## config.mk

```make
export PLATFORM = sky130hd
export DESIGN_NAME = instr_encoder
export DESIGN_NICKNAME = d
export VERILOG_FILES = /design/src/rtl/instr_encoder_pkg.sv /design/src/rtl/instr_encoder_pack.sv /design/src/rtl/instr_encoder.sv
export SDC_FILE = /design/constraint.sdc
export NUM_CORES = 1
export LEC_CHECK = 0
export ABC_AREA = 1
export CORE_ASPECT_RATIO = 0.9
export CORE_UTILIZATION = 56
export DETAILED_ROUTE_END_ITERATION = 7
export DONT_BUFFER_PORTS = 1
export PLACE_DENSITY_LB_ADDON = 0.05
export SKIP_CTS_REPAIR_TIMING = 1
export SYNTH_ARGS = -nofsm -noshare
export SYNTH_HDL_FRONTEND = slang
export SYNTH_SLANG_ARGS = --single-unit
export TNS_END_PERCENT = 20
```

## constraint.sdc

```tcl
create_clock -name clk -period 1.8 [get_ports clk]
set_input_delay 0.36 -clock clk [delete_from_list [all_inputs] [get_ports clk]]
set_output_delay 0.36 -clock clk [all_outputs]
set_load 0.02 [all_outputs]
```

## src/rtl/instr_encoder_pkg.sv

```systemverilog
// Shared instruction-set constants: the in_kind request codes and the primary opcodes.
// The processor control unit's decode imports this package too.
package instr_encoder_pkg;

    typedef enum logic [2:0] {
        KIND_LW    = 3'b000,
        KIND_SW    = 3'b001,
        KIND_BEQ   = 3'b010,
        KIND_BNE   = 3'b011,
        KIND_RTYPE = 3'b100
    } kind_e;

    localparam logic [5:0] OP_LW    = 6'b100011;
    localparam logic [5:0] OP_SW    = 6'b101011;
    localparam logic [5:0] OP_BEQ   = 6'b000100;
    localparam logic [5:0] OP_BNE   = 6'b000101;
    localparam logic [5:0] OP_RTYPE = 6'b000000;

    typedef enum logic {
        ST_FILL = 1'b0,
        ST_FULL = 1'b1
    } state_e;

endpackage

```

## src/rtl/instr_encoder_pack.sv

```systemverilog
// Combinational field packer: request kind and fields in, 32-bit MIPS word out.
// valid is low for the unused kind codes 101-111.
module instr_pack
    import instr_encoder_pkg::*;
(
    input  logic [2:0]  kind_i,
    input  logic [4:0]  rs_i,
    input  logic [4:0]  rt_i,
    input  logic [4:0]  rd_i,
    input  logic [5:0]  funct_i,
    input  logic [15:0] imm_i,
    output logic [31:0] word_o,
    output logic        valid_o
);

    always_comb begin
        word_o  = '0;
        valid_o = 1'b1;
        case (kind_i)
            KIND_LW:    word_o = {OP_LW,  rs_i, rt_i, imm_i};
            KIND_SW:    word_o = {OP_SW,  rs_i, rt_i, imm_i};
            KIND_BEQ:   word_o = {OP_BEQ, rs_i, rt_i, imm_i};
            KIND_BNE:   word_o = {OP_BNE, rs_i, rt_i, imm_i};
            KIND_RTYPE: word_o = {OP_RTYPE, rs_i, rt_i, rd_i, 5'b00000, funct_i};
            default:    valid_o = 1'b0;
        endcase
    end

endmodule

```

## src/rtl/instr_encoder.sv

```systemverilog
// Encodes instruction requests and streams them into instruction memory at
// consecutive word addresses, stopping once DEPTH words have been written.
module instr_encoder
    import instr_encoder_pkg::*;
#(
    parameter int DEPTH  = 256,
    parameter int ADDR_W = 8
) (
    input  logic              clk,
    input  logic              rst,
    input  logic              clear,
    input  logic              in_valid,
    output logic              in_ready,
    input  logic [2:0]        in_kind,
    input  logic [4:0]        in_rs,
    input  logic [4:0]        in_rt,
    input  logic [4:0]        in_rd,
    input  logic [5:0]        in_funct,
    input  logic [15:0]       in_imm,
    output logic              imem_we,
    output logic [ADDR_W-1:0] imem_addr,
    output logic [31:0]       imem_wdata,
    output logic [ADDR_W:0]   count,
    output logic              full,
    output logic              err
);

    localparam logic [ADDR_W-1:0] LAST = ADDR_W'(DEPTH - 1);

    state_e             state_q, state_d;
    logic [ADDR_W-1:0]  ptr_q, ptr_d;
    logic [ADDR_W:0]    count_q, count_d;
    logic               we_q, we_d;
    logic               err_q, err_d;
    logic [ADDR_W-1:0]  addr_q, addr_d;
    logic [31:0]        wdata_q, wdata_d;

    logic [31:0]        pack_word;
    logic               pack_valid;
    logic               accept;

    instr_pack u_pack (
        .kind_i  (in_kind),
        .rs_i    (in_rs),
        .rt_i    (in_rt),
        .rd_i    (in_rd),
        .funct_i (in_funct),
        .imm_i   (in_imm),
        .word_o  (pack_word),
        .valid_o (pack_valid)
    );

    assign full     = (state_q == ST_FULL);
    assign in_ready = !full && !clear;
    assign accept   = in_valid && in_ready;

    always_comb begin
        state_d = state_q;
        ptr_d   = ptr_q;
        count_d = count_q;
        addr_d  = addr_q;
        wdata_d = wdata_q;
        we_d    = 1'b0;
        err_d   = 1'b0;
        // clear never touches we_q, so a write accepted last cycle still lands
        if (clear) begin
            state_d = ST_FILL;
            ptr_d   = '0;
            count_d = '0;
        end else if (accept) begin
            if (pack_valid) begin
                we_d    = 1'b1;
                addr_d  = ptr_q;
                wdata_d = pack_word;
                count_d = count_q + 1'b1;
                if (ptr_q == LAST) state_d = ST_FULL;
                else               ptr_d   = ptr_q + 1'b1;
            end else begin
                err_d = 1'b1;
            end
        end
    end

    always_ff @(posedge clk or posedge rst) begin
        if (rst) begin
            state_q <= ST_FILL;
            ptr_q   <= '0;
            count_q <= '0;
            we_q    <= 1'b0;
            err_q   <= 1'b0;
            addr_q  <= '0;
            wdata_q <= '0;
        end else begin
            state_q <= state_d;
            ptr_q   <= ptr_d;
            count_q <= count_d;
            we_q    <= we_d;
            err_q   <= err_d;
            addr_q  <= addr_d;
            wdata_q <= wdata_d;
        end
    end

    assign imem_we    = we_q;
    assign err        = err_q;
    assign imem_addr  = addr_q;
    assign imem_wdata = wdata_q;
    assign count      = count_q;

endmodule

```

==> impl_table.tex, run 1 <==
\begin{tabular}{lr}
\hline
Metric & Value \\
\hline
\multicolumn{2}{l}{\textbf{Timing}} \\
\quad Final critical path time including I/O delays and setup & 1.503 ns \\
\quad Sum of negative setup slack & 0 ns \\
\quad Unrepaired setup endpoints after global routing & false \\
\quad Final worst setup slack & between 0.2 and 0.3 ns \\
\quad Part of the cycle the worst path needs & between 80 and 90\% \\
\quad Worst setup skew after layout & approximately 0.0064 ns \\
\quad Final hold vios & 0 \\
\quad Final setup fails & 0 \\
\quad Final count of pins violating max slew & 0 \\
\quad Fmax & around 670 MHz \\
\multicolumn{2}{l}{\textbf{Drt}} \\
\quad Initial DRC Count & 119 \\
\quad Via count & $\sim$2,100 \\
\quad Count of antenna-violating nets left after detailed routing & 0 \\
\quad Total wirelength of the detailed-routed design & 5668 µm \\
\quad Remaining DRCs & 0 \\
\quad First-pass detailed-route iteration total & 4 \\
\quad Routed wire per std cell & 14.28 µm \\
\quad Ratio of routed vias to standard cells & approximately 5.3 \\
\multicolumn{2}{l}{\textbf{Placement}} \\
\quad Detailed placement HPWL & roughly 3900 µm \\
\quad GPL Wtd Cong & roughly 0.84 \\
\quad Placed Instances & 380 \\
\quad Post-place instance area & 2779 µm² \\
\quad Quantity of I/O buffers inserted on ports & 0 \\
\quad Setup WS pre-CTS & 0.3710 ns \\
\multicolumn{2}{l}{\textbf{Floorplan}} \\
\quad Core area & 4547 µm² \\
\quad Number of ports placed on the die boundary & 97 \\
\quad Core Rows & 23 \\
\quad Vert. Die Dim & 68.12 µm \\
\quad Effective utilization at floorplan & between 50\% and 60\% \\
\quad Area enclosed by the die boundary & 5141 µm² \\
\quad Width of the die & 75.47 µm \\
\multicolumn{2}{l}{\textbf{Synth}} \\
\quad Yosys reg bits & 58 \\
\quad Syn Nets & 371 \\
\quad Unique cell type count in the Yosys netlist & 27 \\
\quad Async set-or-reset flop fraction in the synthesized netlist & 100.0\% \\
\quad Cells after synthesis & $\sim$330 \\
\quad Leading cell types by total area after synthesis & sky130\_fd\_sc\_hd\_\_dfrtp\_1 53\%, sky130\_fd\_sc\_hd\_\_nand2\_1 15\%, sky130\_fd\_sc\_hd\_\_nand3\_1 5.3\% \\
\quad Mapped Avg Cell Area & roughly 8.4 µm² \\
\quad Primary flip-flop cell chosen by synthesis mapping & sky130\_fd\_sc\_hd\_\_dfrtp\_1 \\
\quad Cell taking the most area after synthesis & sky130\_fd\_sc\_hd\_\_dfrtp\_1 \\
\quad Share of the synthesized area in the top cell type & a little over half \\
\quad YS warnings & 0 \\
\quad Cell area after synthesis & 2720 µm² \\
\quad Number of enable flip-flop cells after synthesis & 0 \\
\quad Seq/Total Area, Yosys & between 50\% and 60\% \\
\multicolumn{2}{l}{\textbf{Clock tree}} \\
\quad Clock root cell & sky130\_fd\_sc\_hd\_\_clkbuf\_8 \\
\quad Largest buffer count on any clock path & 2 \\
\quad Sink Count & 58 \\
\quad Clock transition time at the flip-flop clock pins of the worst setup and hold paths & 0.06 ns \\
\quad CTS tree & built \\
\quad Later-pin clock latency in the skew report & 0.34 ns \\
\quad Total CTS buffers & 9 \\
\quad H-tree depth & 3 \\
\multicolumn{2}{l}{\textbf{Run status}} \\
\quad Run status & finished, final reports clean \\
\multicolumn{2}{l}{\textbf{Global routing}} \\
\quad Wire length of the first global-routing pass & 9094 µm \\
\quad All-Layer GR Usage & between 20\% and 30\% \\
\quad Initial antenna violation count & 0 \\
\quad Remaining Overflow, GRT & 0 \\
\quad Via count of the first global-routing pass & 1,960 \\
\quad Largest net degree at the start of global routing & between 40 and 50 \\
\multicolumn{2}{l}{\textbf{Cells and area}} \\
\quad Final standard cell area without fillers & around 3000 µm² \\
\quad Share of cells above drive strength 1 & a little under an eighth \\
\quad Number of fill cells & approximately 410 \\
\quad Area growth from synthesis to layout & 10.58\% \\
\quad Number of inserted diodes & 0 \\
\quad \# nets final & 376 \\
\quad Count of placed standard cells in the final layout, fillers left out & 397 \\
\multicolumn{2}{l}{\textbf{Setup path}} \\
\quad Worst Path Arrival & 1.14 ns \\
\quad Worst setup path class & register to output pin \\
\quad Critical path capture point type & output pin \\
\quad Data required, critical path & 1.44 ns \\
\quad Top fanout value on the critical path & 3 \\
\quad Setup crit start kind & register \\
\multicolumn{2}{l}{\textbf{Pwr}} \\
\quad Cell Pwr Density & $\sim$1100 nW/µm² \\
\quad Power, Total & 3.300 mW \\
\quad Leakage power & 1.422 nW \\
\quad Largest vdd supply drop & 0.7144 mV \\
\multicolumn{2}{l}{\textbf{Hold path}} \\
\quad Worst min-delay path category & primary input to register \\
\multicolumn{2}{l}{\textbf{Job}} \\
\quad Number of max-cap violations & 0 \\
\hline
\end{tabular}
[logic make-up after synthesis]
kind of cell / count (synthesis) / share of synthesized area [%]
AO/OA/AOI/OAI: 40 / 8.786
XOR/XNOR: 2 / 0.6441
adder cells (fa/ha/maj): 2 / 0.9198
buffers and inverters: 37 / 6.716
flip-flops: 58 / 53.36
other: 1 / 0.1379
AND/OR/NAND/NOR: 185 / 29.44
[report_power, final]
part	leakage, nW	total (mW)	internal (mW)	switching, mW
Combinational	0.561	0.280	0.107	0.173
Sequential	0.751	1.70	1.44	0.263
Clock	0.109	1.32	0.812	0.509
[path summary, 6_finish.rpt]
| path | from | slack [ns] | end | cells past startpoint |
|---|---|---|---|---|
| setup / recovery | full | 0.30 | in_ready | 2 |
| hold / removal | clear | 0.08 | full | 1 |
| setup reg to reg | full | 0.37 | imem_wdata[13] | 6 |
| hold reg to reg | ptr_q[0] | 0.55 | ptr_q[0] | 2 |
| max in group asynchronous | rst | 0.80 | ptr_q[7] | 3 |
| min in group asynchronous | rst | 0.45 | ptr_q[0] | 2 |
[metrics by stage]
stage	utilization (%)	hold slack (ns)
final	66.15	0.08143
after detailed placement	61.12	0.2456
after global placement	61.12	0.2460
after CTS	65.93	-0.1274
after floorplan	-	0.4264
after global routing	66.15	0.06884
[routing by layer]
layer / GRT usage, % / share of wire (%)
met1: 31.41 / 43
met4: 10.88 / 1.3
met2: 37.17 / 46
met5: 0 / 0
met3: 11.19 / 9.4
[synthesized netlist by cell type, types with 2 or more instances]
library cell,instances
sky130_fd_sc_hd__buf_2,5
sky130_fd_sc_hd__ha_1,2
sky130_fd_sc_hd__clkbuf_1,2
sky130_fd_sc_hd__nand3_1,29
sky130_fd_sc_hd__a22o_1,6
sky130_fd_sc_hd__nand2_2,2
sky130_fd_sc_hd__nand2_1,112
sky130_fd_sc_hd__o21ai_1,3
sky130_fd_sc_hd__nor2_4,3
sky130_fd_sc_hd__nor2_1,28
sky130_fd_sc_hd__inv_2,3
sky130_fd_sc_hd__a31oi_1,11
sky130_fd_sc_hd__nor2_2,3
sky130_fd_sc_hd__buf_4,4
sky130_fd_sc_hd__buf_6,3
sky130_fd_sc_hd__nand4_1,2
sky130_fd_sc_hd__or2_2,2
sky130_fd_sc_hd__o21ai_0,18
sky130_fd_sc_hd__xor2_1,2
sky130_fd_sc_hd__dfrtp_1,58
sky130_fd_sc_hd__nand2_4,2
sky130_fd_sc_hd__inv_1,20
[flip-flops by register name, summed over array words and instances, names as in the netlist]
signal / cells
ptr_q: 8
err: 1
full: 1
imem_wdata: 30
count: 9
imem_we: 1
imem_addr: 8
[cells in the final DEF (no fill, tap or decap), drive strengths merged, types with 6 or more instances in the layout]
cell type / n
nand2: 116
dfrtp: 58
nor2: 34
nand3: 30
inv: 23
o21ai: 21
a31oi: 11
clkbuf: 11
buf: 7
a22o: 6
[cell type report]
| type | instances | area, µm² | area share [%] |
|---|---|---|---|
| multi-input combinational | 230 | 1086 | 36.11 |
| timing repair buffer | 8 | 87.58 | 2.912 |
| inverter | 23 | 86.33 | 2.870 |
| clock inverter | 5 | 77.57 | 2.579 |
| tap | 62 | 77.57 | 2.579 |
| clock buffer | 11 | 141.4 | 4.701 |
| sequential | 58 | 1451 | 48.25 |
[critical path, cell delays in order (launching register included)]
cell and delay, ns:
sky130_fd_sc_hd__dfrtp_1 0.49, sky130_fd_sc_hd__nor2_4 0.15, sky130_fd_sc_hd__buf_4 0.16
(Power assumes the default switching activity.)
==> run 2, diff against run 1 <==
--- a/config.mk
+++ b/config.mk
@@ -7,7 +7,7 @@
 export LEC_CHECK = 0
 export ABC_AREA = 1
 export CORE_ASPECT_RATIO = 0.9
-export CORE_UTILIZATION = 56
+export CORE_UTILIZATION = 60
 export DETAILED_ROUTE_END_ITERATION = 7
 export DONT_BUFFER_PORTS = 1
 export PLACE_DENSITY_LB_ADDON = 0.05
==> constraint.sdc (replaced) <==
create_clock -name clk -period 1.5 [get_ports clk]
set_input_delay 0.3 -clock clk [delete_from_list [all_inputs] [get_ports clk]]
set_output_delay 0.3 -clock clk [all_outputs]
set_load 0.02 [all_outputs]
==> run 2 against run 1 <==
Compared with the run above:
- cell area increased by 1.7%
- register-to-register slack worse by 0.23 ns
- first-iteration DRC count is 16% higher
- setup slack worse by 0.16 ns
- clock-buffer cell count shrank 1
- die area is 6.5% lower
- combinational power is 25% higher
- critical endpoint is now ptr_q[2]
- largest power group unchanged
==> impl_table.tex, run 2 (synthesized netlist as in run 1, its figures left out) <==
\begin{tabular}{lr}
\hline
Metric & Value \\
\hline
\multicolumn{2}{l}{\textbf{Cells and area}} \\
\quad Number of fill cells & 329 (was 409) \\
\quad Number of inserted diodes & 0 (unchanged) \\
\quad \# nets final & 383 (was 376) \\
\quad Area growth from synthesis to layout & 12.47\% (was 10.58\%) \\
\quad Most common cell after layout, fill and taps aside & sky130\_fd\_sc\_hd\_\_nand2\_1 (unchanged) \\
\quad Post-route core utilization & 72.64\% (was 66.15\%) \\
\quad Leading cell types in the layout, fill and taps excluded & 111 x sky130\_fd\_sc\_hd\_\_nand2\_1, 58 x sky130\_fd\_sc\_hd\_\_dfrtp\_1, 29 x sky130\_fd\_sc\_hd\_\_nand3\_1 (was 112 x sky130\_fd\_sc\_hd\_\_nand2\_1, 58 x sky130\_fd\_sc\_hd\_\_dfrtp\_1, 29 x sky130\_fd\_sc\_hd\_\_nand3\_1) \\
\quad Share of cells above drive strength 1 & 14.33\% (was 11.64\%) \\
\quad Number of flip-flops under the largest register name & 30 (unchanged) \\
\multicolumn{2}{l}{\textbf{Timing}} \\
\quad Final count of pins violating max slew & 0 (unchanged) \\
\quad Final setup fails & 0 (unchanged) \\
\quad Part of the cycle the worst path needs & about 91\% \\
\quad Final hold vios & 0 (unchanged) \\
\quad Worst setup skew after layout & 0.005642 ns (was 0.006405 ns) \\
\quad Final critical path time including I/O delays and setup & 1.360 ns \\
\quad Final worst setup slack & 0.1403 ns (was 0.2966 ns) \\
\quad Fmax & 735.5 MHz \\
\multicolumn{2}{l}{\textbf{Run status}} \\
\quad Run status & finished, final reports clean (unchanged) \\
\multicolumn{2}{l}{\textbf{Setup path}} \\
\quad Worst setup path class & register to register (was register to output pin) \\
\quad Slowest-stage cell, CP & sky130\_fd\_sc\_hd\_\_dfrtp\_1 (unchanged) \\
\quad Cell chain of the critical path & ha\_2 > nand2\_2 > nor2\_1 > nand3\_1 > nand3\_4 > nand2\_1 > o21ai\_0 (was nor2\_4 > buf\_4) \\
\quad Worst r2r src & ptr\_q[0] (was full) \\
\quad Worst Path Arrival & 1.59 ns (was 1.14 ns) \\
\quad Critical path capture point type & register (was output pin) \\
\quad Setup crit start kind & register (unchanged) \\
\quad Worst flop-to-flop path endpoint & ptr\_q[2] (was imem\_wdata[13]) \\
\quad Top fanout value on the critical path & 8 (was 3) \\
\quad Worst Reg-to-Reg Cells & 7 (was 6) \\
\quad Reg-to-reg setup timing slack & 0.14 ns (was 0.37 ns) \\
\quad Longest individual stage delay on the worst path & 0.37 ns (was 0.49 ns) \\
\quad Critical Path Source & ptr\_q[0] (was full) \\
\quad Endpoint of the worst setup timing path & ptr\_q[2] (was in\_ready) \\
\quad Data required, critical path & 1.73 ns (was 1.44 ns) \\
\multicolumn{2}{l}{\textbf{Floorplan}} \\
\quad Effective utilization at floorplan & 64.59\% (was 59.82\%) \\
\quad Core Rows & 22 (was 23) \\
\quad Vert. Die Dim & 65.88 µm (was 68.12 µm) \\
\quad Width of the die & 72.98 µm (was 75.47 µm) \\
\quad Core area & 4212 µm² (was 4547 µm²) \\
\quad Number of ports placed on the die boundary & 97 (unchanged) \\
\quad Area enclosed by the die boundary & 4807 µm² (was 5141 µm²) \\
\multicolumn{2}{l}{\textbf{Pwr}} \\
\quad Leakage power & 1.439 nW (was 1.422 nW) \\
\quad Largest vdd supply drop & 0.8031 mV (was 0.7144 mV) \\
\quad Cell Pwr Density & 1246 nW/µm² (was 1097 nW/µm²) \\
\multicolumn{2}{l}{\textbf{Placement}} \\
\quad Detailed placement HPWL & 3865 µm (was 3857 µm) \\
\quad Setup WS pre-CTS & 0.07728 ns (was 0.3710 ns) \\
\quad Quantity of I/O buffers inserted on ports & 0 (unchanged) \\
\quad GPL Wtd Cong & 0.8901 (was 0.8374) \\
\multicolumn{2}{l}{\textbf{Global routing}} \\
\quad All-Layer GR Usage & 25.16\% (was 24.95\%) \\
\quad Via count of the first global-routing pass & 1,861 (was 1,960) \\
\quad Largest net degree at the start of global routing & 44 (unchanged) \\
\quad Initial antenna violation count & 0 (unchanged) \\
\quad Wire length of the first global-routing pass & 8776 µm (was 9094 µm) \\
\quad Remaining Overflow, GRT & 0 (unchanged) \\
\multicolumn{2}{l}{\textbf{Hold path}} \\
\quad Worst min-delay path category & primary input to register (unchanged) \\
\multicolumn{2}{l}{\textbf{Drt}} \\
\quad First-pass detailed-route iteration total & 4 (unchanged) \\
\quad Count of antenna-violating nets left after detailed routing & 0 (unchanged) \\
\quad Via count & 2,128 (was 2,122) \\
\quad Total wirelength of the detailed-routed design & 5502 µm (was 5668 µm) \\
\quad Initial DRC Count & 138 (was 119) \\
\quad Routed wire per std cell & 13.69 µm (was 14.28 µm) \\
\quad Remaining DRCs & 0 (unchanged) \\
\quad Ratio of routed vias to standard cells & 5.294 (was 5.345) \\
\multicolumn{2}{l}{\textbf{Clock tree}} \\
\quad H-tree depth & 3 (unchanged) \\
\quad CTS tree & built (unchanged) \\
\quad Largest buffer count on any clock path & 2 (unchanged) \\
\quad Later-pin clock latency in the skew report & 0.33 ns (was 0.34 ns) \\
\quad Sink Count & 58 (unchanged) \\
\quad Total CTS buffers & 9 (unchanged) \\
\quad Clock transition time at the flip-flop clock pins of the worst setup and hold paths & 0.06 ns (about the same) \\
\quad Clock root cell & sky130\_fd\_sc\_hd\_\_clkbuf\_8 (unchanged) \\
\multicolumn{2}{l}{\textbf{Job}} \\
\quad Number of max-cap violations & 0 (unchanged) \\
\hline
\end{tabular}
[run 2: final cells by class]
type	instances	area, µm²	area share, %
well taps	60	75.07	2.454
inverters	23	90.09	2.945
flip-flops and latches	58	1451	47.44
multi-input cells	230	1099	35.91
clock inverters	6	66.31	2.168
clock buffers	10	137.6	4.499
repair buffers	15	140.1	4.581
[run 2: how the worst min path moves through the flow]
stage           from        endpoint  slack [ns]  cells after the start
2_1_floorplan  clear            full        0.37                      1
3_3_place_gp     rst  imem_wdata[11]        0.18                      1
3_5_place_dp     rst  imem_wdata[11]        0.18                      1
4_1_cts          rst  imem_wdata[11]       -0.19                      1
5_1_grt        clear            full       0.005                      1
6_report       clear            full        0.03                      1
[run 2: layer usage]
metal,routed length [µm],track usage [%],share of wire (%)
met2,2550,37.27,46
met1,2396,32.48,44
met4,55,11.27,1.0
met5,0,0,0
met3,499,10.21,9.1
[run 2: worst max-delay path, delay by kind of cell, from the launching register on]
kind                     cells  cell delay, ns
adder cells (fa/ha/maj)      1            0.20
AND/OR/NAND/NOR              5            0.60
AO/OA/AOI/OAI                1            0.10
flip-flops                   1            0.37
[run 2: metrics by stage]
stage / power, mW / instance area (µm²) / instances / TNS (ns) / hold WS, ns
3_5_place_dp: 2.407 / 2818 / 383 / 0 / 0.1780
3_3_place_gp: 2.399 / 2818 / 383 / 0 / 0.1760
4_1_cts: 3.839 / 3022 / 399 / 0 / -0.1908
6_report: 3.812 / 3059 / 402 / 0 / 0.03059
5_1_grt: 3.988 / 3059 / 402 / -0.003649 / 0.005098
2_1_floorplan: 2.320 / 2724 / 325 / 0 / 0.3664
[run 2: report_power, final]
group | switching [mW] | internal [mW] | leakage [nW]
registers | 0.311 | 1.72 | 0.751
logic | 0.212 | 0.137 | 0.593
clock network | 0.618 | 0.810 | 0.0945
total | 1.14 | 2.67 | 1.44
